File: config.mk
export PLATFORM = sky130hd
export DESIGN_NAME = dsp_dot_ctrl
export DESIGN_NICKNAME = d
export VERILOG_FILES = /design/src/rtl/dsp_dot_ctrl.sv
export SDC_FILE = /design/constraint.sdc
export NUM_CORES = 1
export LEC_CHECK = 0
export ABC_AREA = 1
export ABC_CLOCK_PERIOD_IN_PS = 2000
export CAP_MARGIN = 5
export CORE_MARGIN = 3
export CORE_UTILIZATION = 43
export CTS_BUF_LIST = sky130_fd_sc_hd__clkbuf_4
export DETAILED_ROUTE_END_ITERATION = 12
export GPL_ROUTABILITY_DRIVEN = 0
export PLACE_DENSITY = 0.8
export SETUP_SLACK_MARGIN = 0.02
export SLEW_MARGIN = 0
export SYNTH_ARGS = -nofsm -noshare
export SYNTH_HDL_FRONTEND = slang
export SYNTH_SLANG_ARGS = --single-unit
File: constraint.sdc
create_clock -name CLK -period 2 [get_ports CLK]
set_clock_uncertainty 0.2 [all_clocks]
set_input_delay 0.4 -clock CLK [delete_from_list [all_inputs] [get_ports CLK]]
set_output_delay 0.4 -clock CLK [all_outputs]
set_load 0.01 [all_outputs]
File: src/rtl/dsp_dot_ctrl.sv
// Dot-product sequencer for a fully pipelined DSP slice used as a MAC engine.
// Issues operand pairs with per-element opmodes and captures PCOUT when the last product lands.
module dsp_dot_ctrl #(
  parameter int N       = 18,
  parameter int PW      = 48,
  parameter int LEN_W   = 8,
  parameter int OPM_DLY = 3,
  parameter int P_DLY   = 5
) (
  input  logic             CLK,
  input  logic             RSTN,
  input  logic             start,
  input  logic [LEN_W-1:0] len,
  input  logic [N-1:0]     in_a,
  input  logic [N-1:0]     in_b,
  input  logic             in_valid,
  output logic             in_ready,
  output logic [PW-1:0]    res_data,
  output logic             res_valid,
  input  logic             res_ready,
  output logic             busy,
  output logic [N-1:0]     dsp_a,
  output logic [N-1:0]     dsp_b,
  output logic [7:0]       dsp_opmode,
  output logic             dsp_carryin,
  output logic             dsp_ce,
  output logic             dsp_rst,
  input  logic [PW-1:0]    dsp_p
);

  typedef enum logic [1:0] {IDLE, RUN, DRAIN, DONE} state_t;

  localparam logic [7:0] OPM_LOAD = 8'h01;
  localparam logic [7:0] OPM_ACC  = 8'h09;
  localparam logic [7:0] OPM_HOLD = 8'h08;

  state_t           state, state_nxt;
  logic [LEN_W-1:0] remaining;
  logic             first;
  logic             accept;
  logic             last_in;
  logic             cap;

  // Stage s holds the tag of the pair accepted s cycles earlier; the first flag
  // is only consumed at the opmode stage, so its pipeline stops there.
  logic [P_DLY:1]     tag_v;
  logic [P_DLY:1]     tag_l;
  logic [OPM_DLY-1:1] tag_f;

  assign accept      = in_valid & in_ready;
  assign last_in     = (remaining == LEN_W'(1));
  assign cap         = tag_v[P_DLY] & tag_l[P_DLY];
  assign dsp_ce      = 1'b1;
  assign dsp_carryin = 1'b0;

  always_ff @(posedge CLK) begin
    if (!RSTN) state <= IDLE;
    else       state <= state_nxt;
  end

  always_comb begin
    state_nxt = state;
    case (state)
      IDLE:    if (start) state_nxt = (len == '0) ? DONE : RUN;
      RUN:     if (accept && last_in) state_nxt = DRAIN;
      DRAIN:   if (cap) state_nxt = DONE;
      DONE:    if (res_ready) state_nxt = IDLE;
      default: state_nxt = IDLE;
    endcase
  end

  always_comb begin
    in_ready  = (state == RUN);
    res_valid = (state == DONE);
    busy      = (state != IDLE);
  end

  always_ff @(posedge CLK) begin
    if (!RSTN) begin
      remaining  <= '0;
      first      <= 1'b0;
      tag_v      <= '0;
      tag_l      <= '0;
      tag_f      <= '0;
      dsp_a      <= '0;
      dsp_b      <= '0;
      dsp_opmode <= 8'h00;
      res_data   <= '0;
      dsp_rst    <= 1'b1;
    end else begin
      dsp_rst <= 1'b0;

      for (int unsigned s = P_DLY; s > 1; s--) begin
        tag_v[s] <= tag_v[s-1];
        tag_l[s] <= tag_l[s-1];
      end
      for (int unsigned s = OPM_DLY - 1; s > 1; s--) tag_f[s] <= tag_f[s-1];
      tag_v[1] <= accept;
      tag_l[1] <= accept & last_in;
      tag_f[1] <= accept & first;

      if (state == IDLE && start) begin
        remaining <= len;
        first     <= 1'b1;
        if (len == '0) res_data <= '0;
      end

      if (accept) begin
        dsp_a     <= in_a;
        dsp_b     <= in_b;
        remaining <= remaining - LEN_W'(1);
        first     <= 1'b0;
      end

      if (state == DRAIN && cap) res_data <= dsp_p;

      // Bubbles and idle states issue Z=P, X=0 so the slice P register holds.
      if (state == RUN || state == DRAIN) begin
        if (tag_v[OPM_DLY-1]) dsp_opmode <= tag_f[OPM_DLY-1] ? OPM_LOAD : OPM_ACC;
        else                  dsp_opmode <= OPM_HOLD;
      end else begin
        dsp_opmode <= OPM_HOLD;
      end
    end
  end

endmodule

After elaboration in Yosys (flattened, before gate mapping)
Cells that the tools add are included.

cells by class
  mux-type cells = 15
  reductions and logical operators = 14
  $add $sub $neg = 1
  bitwise logic cells = 5
  equal/unequal tests = 8

operators with widths
  cell                   count
  $mux W48               3
  $mux W8                2
  $mux W4                3
  $mux W2                5
  $eq A8 B1 Y1 const B   1
  $logic_not A8 Y1       1
  $pmux W2 S4            1
  $reduce_bool A2 Y1     4
  $sub A8 B1 Y8 const B  1
  $and A1 B1 Y1          4
  $eq A2 B2 Y1 const B   2
  $ne A2 B1 Y1 const B   2
  $ne A2 B2 Y1 const B   2
  $reduce_and A4 Y1      1
  $logic_and A1 B1 Y1    3
  $reduce_and A3 Y1      1
  $eq A2 B1 Y1 const B   1
  $logic_not A2 Y1       1
  $reduce_and A2 Y1      1
  $reduce_or A2 Y1       1
  $logic_or A1 B1 Y1     1
  $mux W1                1
  $not A1 Y1             1

storage, ports and cells
  register bits after elaboration = 116
  word-level logic and storage cells = 55

Logic depth before layout (Yosys ltp)
  word-level depth = 5
  gate-level depth with buffers = 9

Least setup slack after synthesis
OpenSTA, ideal clock, no wires.

  kind = reg2reg
  start = reg state[1]
  end = reg remaining[1]
  stages on the path, launching flop included = 9
  path slack = 387 ps
  clock period less this slack = 1613 ps
  arrival = 1356 ps
  path buffers = 2
  cell sequence = dfxtp_1 -> inv_1 -> ha_1 -> nand2_1 -> buf_2 -> buf_6 -> o221ai_1 -> nand2_1 -> inv_1

on the way
  cells in the longest elaborated chain, start to end = 3
  elaborated cells on any way between the ends = 6
  those cells by class = eq/ne: 1; mux: 1; bitwise: 1; reduce/logical: 3

RTL lines
  element                                               line  text
  from (decl)                                           37    state_t state, state_nxt;
  from (signal assigned)                                58    else state <= state_nxt;
  $eq A2 B1 Y1 *                                        73    in_ready = (state == RUN);
  via in_ready                                          17    output logic in_ready,
  $and A1 B1 Y1 *                                       50    assign accept = in_valid & in_ready;
  $mux W8 / $reduce_bool A2 Y1 (equally long branches)  -
  to (signal assigned)                                  103   remaining <= len;
  to (signal assigned)                                  111   remaining <= remaining - LEN_W'(1);
  to (decl)                                             38    logic [LEN_W-1:0] remaining;

The timed path passes the listed nets; every way through them passes the cells marked *.
A chain may end at the register's enable or synchronous reset.

Worst setup path after layout
  start = reg state[1]
  end = out in_ready

on the way
  cells in the longest elaborated chain, start to end = 1

RTL lines
  element       line
  $eq A2 B1 Y1  73
  to (decl)     17

No other way between the ends.

==> impl_metrics.env <==
export IMPL_status="finished, final reports clean"
export IMPL_yosysUniqueCellTypes=28
export IMPL_cts_tree="built"
export IMPL_switchingPower_w=0.00165
export IMPL_final_cells=870
export IMPL_reg2reg_depth=8
export IMPL_min_period_ns=1.93
export IMPL_pwr_share_clk=0.223
export IMPL_seq_power_share=0.489
export IMPL_pre_cts_slack_ns=-0.0423
export IMPL_dr_pass1_iters=5
export IMPL_hp_class="primary input to flip-flop"
export IMPL_timing_rr_start="state[1]"
export IMPL_synth_warnings=0
export IMPL_rows=36
export IMPL_antenna_found_initial=0
export IMPL_ios=195
export IMPL_synth_area_top_cells="dfxtp_1 (50%), nand2_1 (13%), nand3_1 (8.7%)"
export IMPL_drt_total_wl_um=12400
export IMPL_routed_via_density=5.02
export IMPL_netlist_area_leader_share=0.502
export IMPL_cts_htree_levels=3
export IMPL_grt_max_degree=56
export IMPL_rrSetupSlack_ns=0.21
export IMPL_cp_startpoint="state[1]"
export IMPL_intPower_w=0.00346
export IMPL_max_freq_mhz=518
export IMPL_worstPathRequired_ns=1.40
export IMPL_fp_coreArea_um2=9860
export IMPL_grt_pass1_wl_um=20100
export IMPL_sw_frac_of_total=0.323
export IMPL_power_static_leakage_nw=3.19
export IMPL_grt_pass1_vias=4358
export IMPL_finalSetupViolCount=0
export IMPL_avgSynthCellArea_um2=7.94
export IMPL_syn_cell_area_um2=4390
export IMPL_drive_above_1_share=0.126
export IMPL_grt_use_total=0.214
export IMPL_dieArea_um2=11500
export IMPL_min_to="tag_v[5]"
export IMPL_die_height_um=107
export IMPL_antenna_left=0
export IMPL_reg2reg_to="remaining[2]"
export IMPL_ys_seq_elements=110
export IMPL_clk_latency_ns=0.45
export IMPL_slew_violations=0
export IMPL_yosysSeqAreaShare=0.502
export IMPL_cts_hold_buf=0
export IMPL_hpwl_um=8920
export IMPL_wl_per_cell_um=14.3
export IMPL_cts_root_buf="clkbuf_4"
export IMPL_fp_dieW_um=107
export IMPL_worstSetupPathType="flip-flop to primary output"
export IMPL_holdPathStages=4
export IMPL_drt_initial_drc_count=302
export IMPL_start_kind="flip-flop"
export IMPL_numPortBuffers=186
export IMPL_drcViolationCount=0
export IMPL_start_util=0.445
export IMPL_ir_drop_mv=0.509
export IMPL_finalCritPeriodShare=0.966
export IMPL_placedCellCount=850
export IMPL_max_cap_viol_count=0
export IMPL_worst_slack_ns=0.0679
export IMPL_num_antenna_cells=0
export IMPL_synth_top_area_cell="dfxtp_1"
export IMPL_cp_max_fo=4
export IMPL_syn_inst=553
export IMPL_cts_made_buffers=9
export IMPL_final_hold_violation_count=0
export IMPL_rsz0062_at_grt="yes"
export IMPL_gr_total_overflow=0
export IMPL_vias=4371
export IMPL_clock_sinks=110
export IMPL_end_kind="primary output"
export IMPL_final_fill_count=836
export IMPL_hp_start="RSTN"
export IMPL_area_growth_pct=49.1
export IMPL_power_density_nw_per_um2=782
export IMPL_fin_nets=836
export IMPL_cts_buffer_depth=2
export IMPL_clk_pin_slew_worst_paths_ns=0.18
export IMPL_arrival_ns=1.33
export IMPL_p_comb_frac=0.288
-- layout make-up --
class / count / area [um^2] / share of cell area
Timing Repair Buffer: 206 / 2010 / 0.308
Clock inverter: 7 / 80.1 / 0.0122
Clock buffer: 9 / 67.6 / 0.0103
Inverter: 37 / 144 / 0.0220
Tap cell: 133 / 166 / 0.0254
Multi-Input combinational cell: 368 / 1840 / 0.282
Sequential cell: 110 / 2230 / 0.340
-- cells by family after synthesis --
| logic type | count (synthesis) | synth area share |
|---|---|---|
| XOR/XNOR | 1 | 0.00200 |
| flip-flops | 110 | 0.502 |
| AND/OR/NAND/NOR | 280 | 0.296 |
| AO/OA/AOI/OAI | 72 | 0.0864 |
| buffers and inverters | 81 | 0.0926 |
| adder cells (fa/ha/maj) | 7 | 0.0200 |
| other | 2 | 0.00171 |
-- cells in the mapped netlist --
cell / count
buf_1: 3
o22ai_1: 2
nand3_2: 21
o21ai_0: 8
o21ai_2: 1
nand3_1: 76
nand4_1: 3
clkbuf_1: 7
inv_2: 2
o32ai_1: 1
a21boi_0: 1
o21ai_1: 1
inv_1: 35
nor2_1: 17
o211ai_1: 1
buf_4: 14
a21oi_1: 56
nor2_2: 2
o221ai_1: 1
nor3_1: 2
conb_1: 2
xnor2_1: 1
buf_2: 16
dfxtp_1: 110
buf_6: 4
nand2_1: 157
ha_1: 7
nand2_2: 2
-- flip-flops by register name (all words and copies together), names as in the netlist --
name and count:
res_data 48, dsp_a 18, dsp_b 18, remaining 8
tag_l 5, tag_v 5, dsp_opmode 2, state 2
tag_f 2, dsp_rst 1, first 1
-- layout by cell type, fill, tap and decap left out, types with 3 or more instances in the layout --
cell,n
a21oi_1,56
buf_12,6
buf_4,13
clkbuf_4,9
clkdlybuf4s50_1,98
conb_1,8
dfxtp_1,90
dfxtp_2,20
dlygate4sd2_1,74
dlymetal6s2s_1,10
ha_1,4
ha_4,3
inv_1,33
nand2_1,157
nand3_1,76
nand3_2,21
nand4_1,3
nor2_1,16
nor2_2,3
o21ai_0,8
-- how the worst max path moves through the flow --
stage                         endpoint  slack, ns  cells past startpoint
final                         in_ready       0.07                      3
after global routing          in_ready      0.003                      3
after CTS                     in_ready       0.01                      3
after detailed placement   res_data[9]      -0.04                      8
after global placement    res_data[14]       0.02                      8
after floorplan           remaining[1]       0.39                      8
-- repair_timing --
action / CTS / global route
gates resized for setup: 113 / 13
endpoints found under the setup margin: 79 / 12
buffers inserted: 3 / 1
-- worst max-delay path: stages (launching register included) --
cell and delay, ns:
dfxtp_2 0.42, inv_4 0.07, ha_4 0.18, clkdlybuf4s15_1 0.22
-- stage by stage --
step | util | area (um^2) | total power [W] | TNS, ns | hold WS, ns
after floorplan | - | 4410 | 0.00331 | 0 | 0.190
after global placement | 0.645 | 6360 | 0.00392 | 0 | 0.195
after detailed placement | 0.645 | 6360 | 0.00396 | -0.549 | 0.198
after CTS | 0.659 | 6500 | 0.00514 | 0 | 0.142
after global routing | 0.663 | 6540 | 0.00542 | 0 | 0.165
final | 0.663 | 6540 | 0.00511 | 0 | 0.182
-- metal layers --
layer  global-route usage  wire length, um  vias to the layer above
met2                0.361             5880                      207
met3               0.0644             1250                       28
li1                     -                -                     2135
met1                0.250             4970                     2001
met4               0.0904              323                        0
met5                    0                0                        -
-- power by group through the flow --
| stage | sequential, W | clock (W) | combinational (W) |
|---|---|---|---|
| 6_report | 0.00250 | 0.00114 | 0.00147 |
| 3_3_place_gp | 0.00253 | 0 | 0.00138 |
| 3_5_place_dp | 0.00254 | 0 | 0.00142 |
| 5_1_grt | 0.00253 | 0.00126 | 0.00164 |
| 4_1_cts | 0.00249 | 0.00119 | 0.00145 |
| 2_1_floorplan | 0.00257 | 0 | 0.000738 |
No activity file was read; power rests on OpenSTA's default activity.
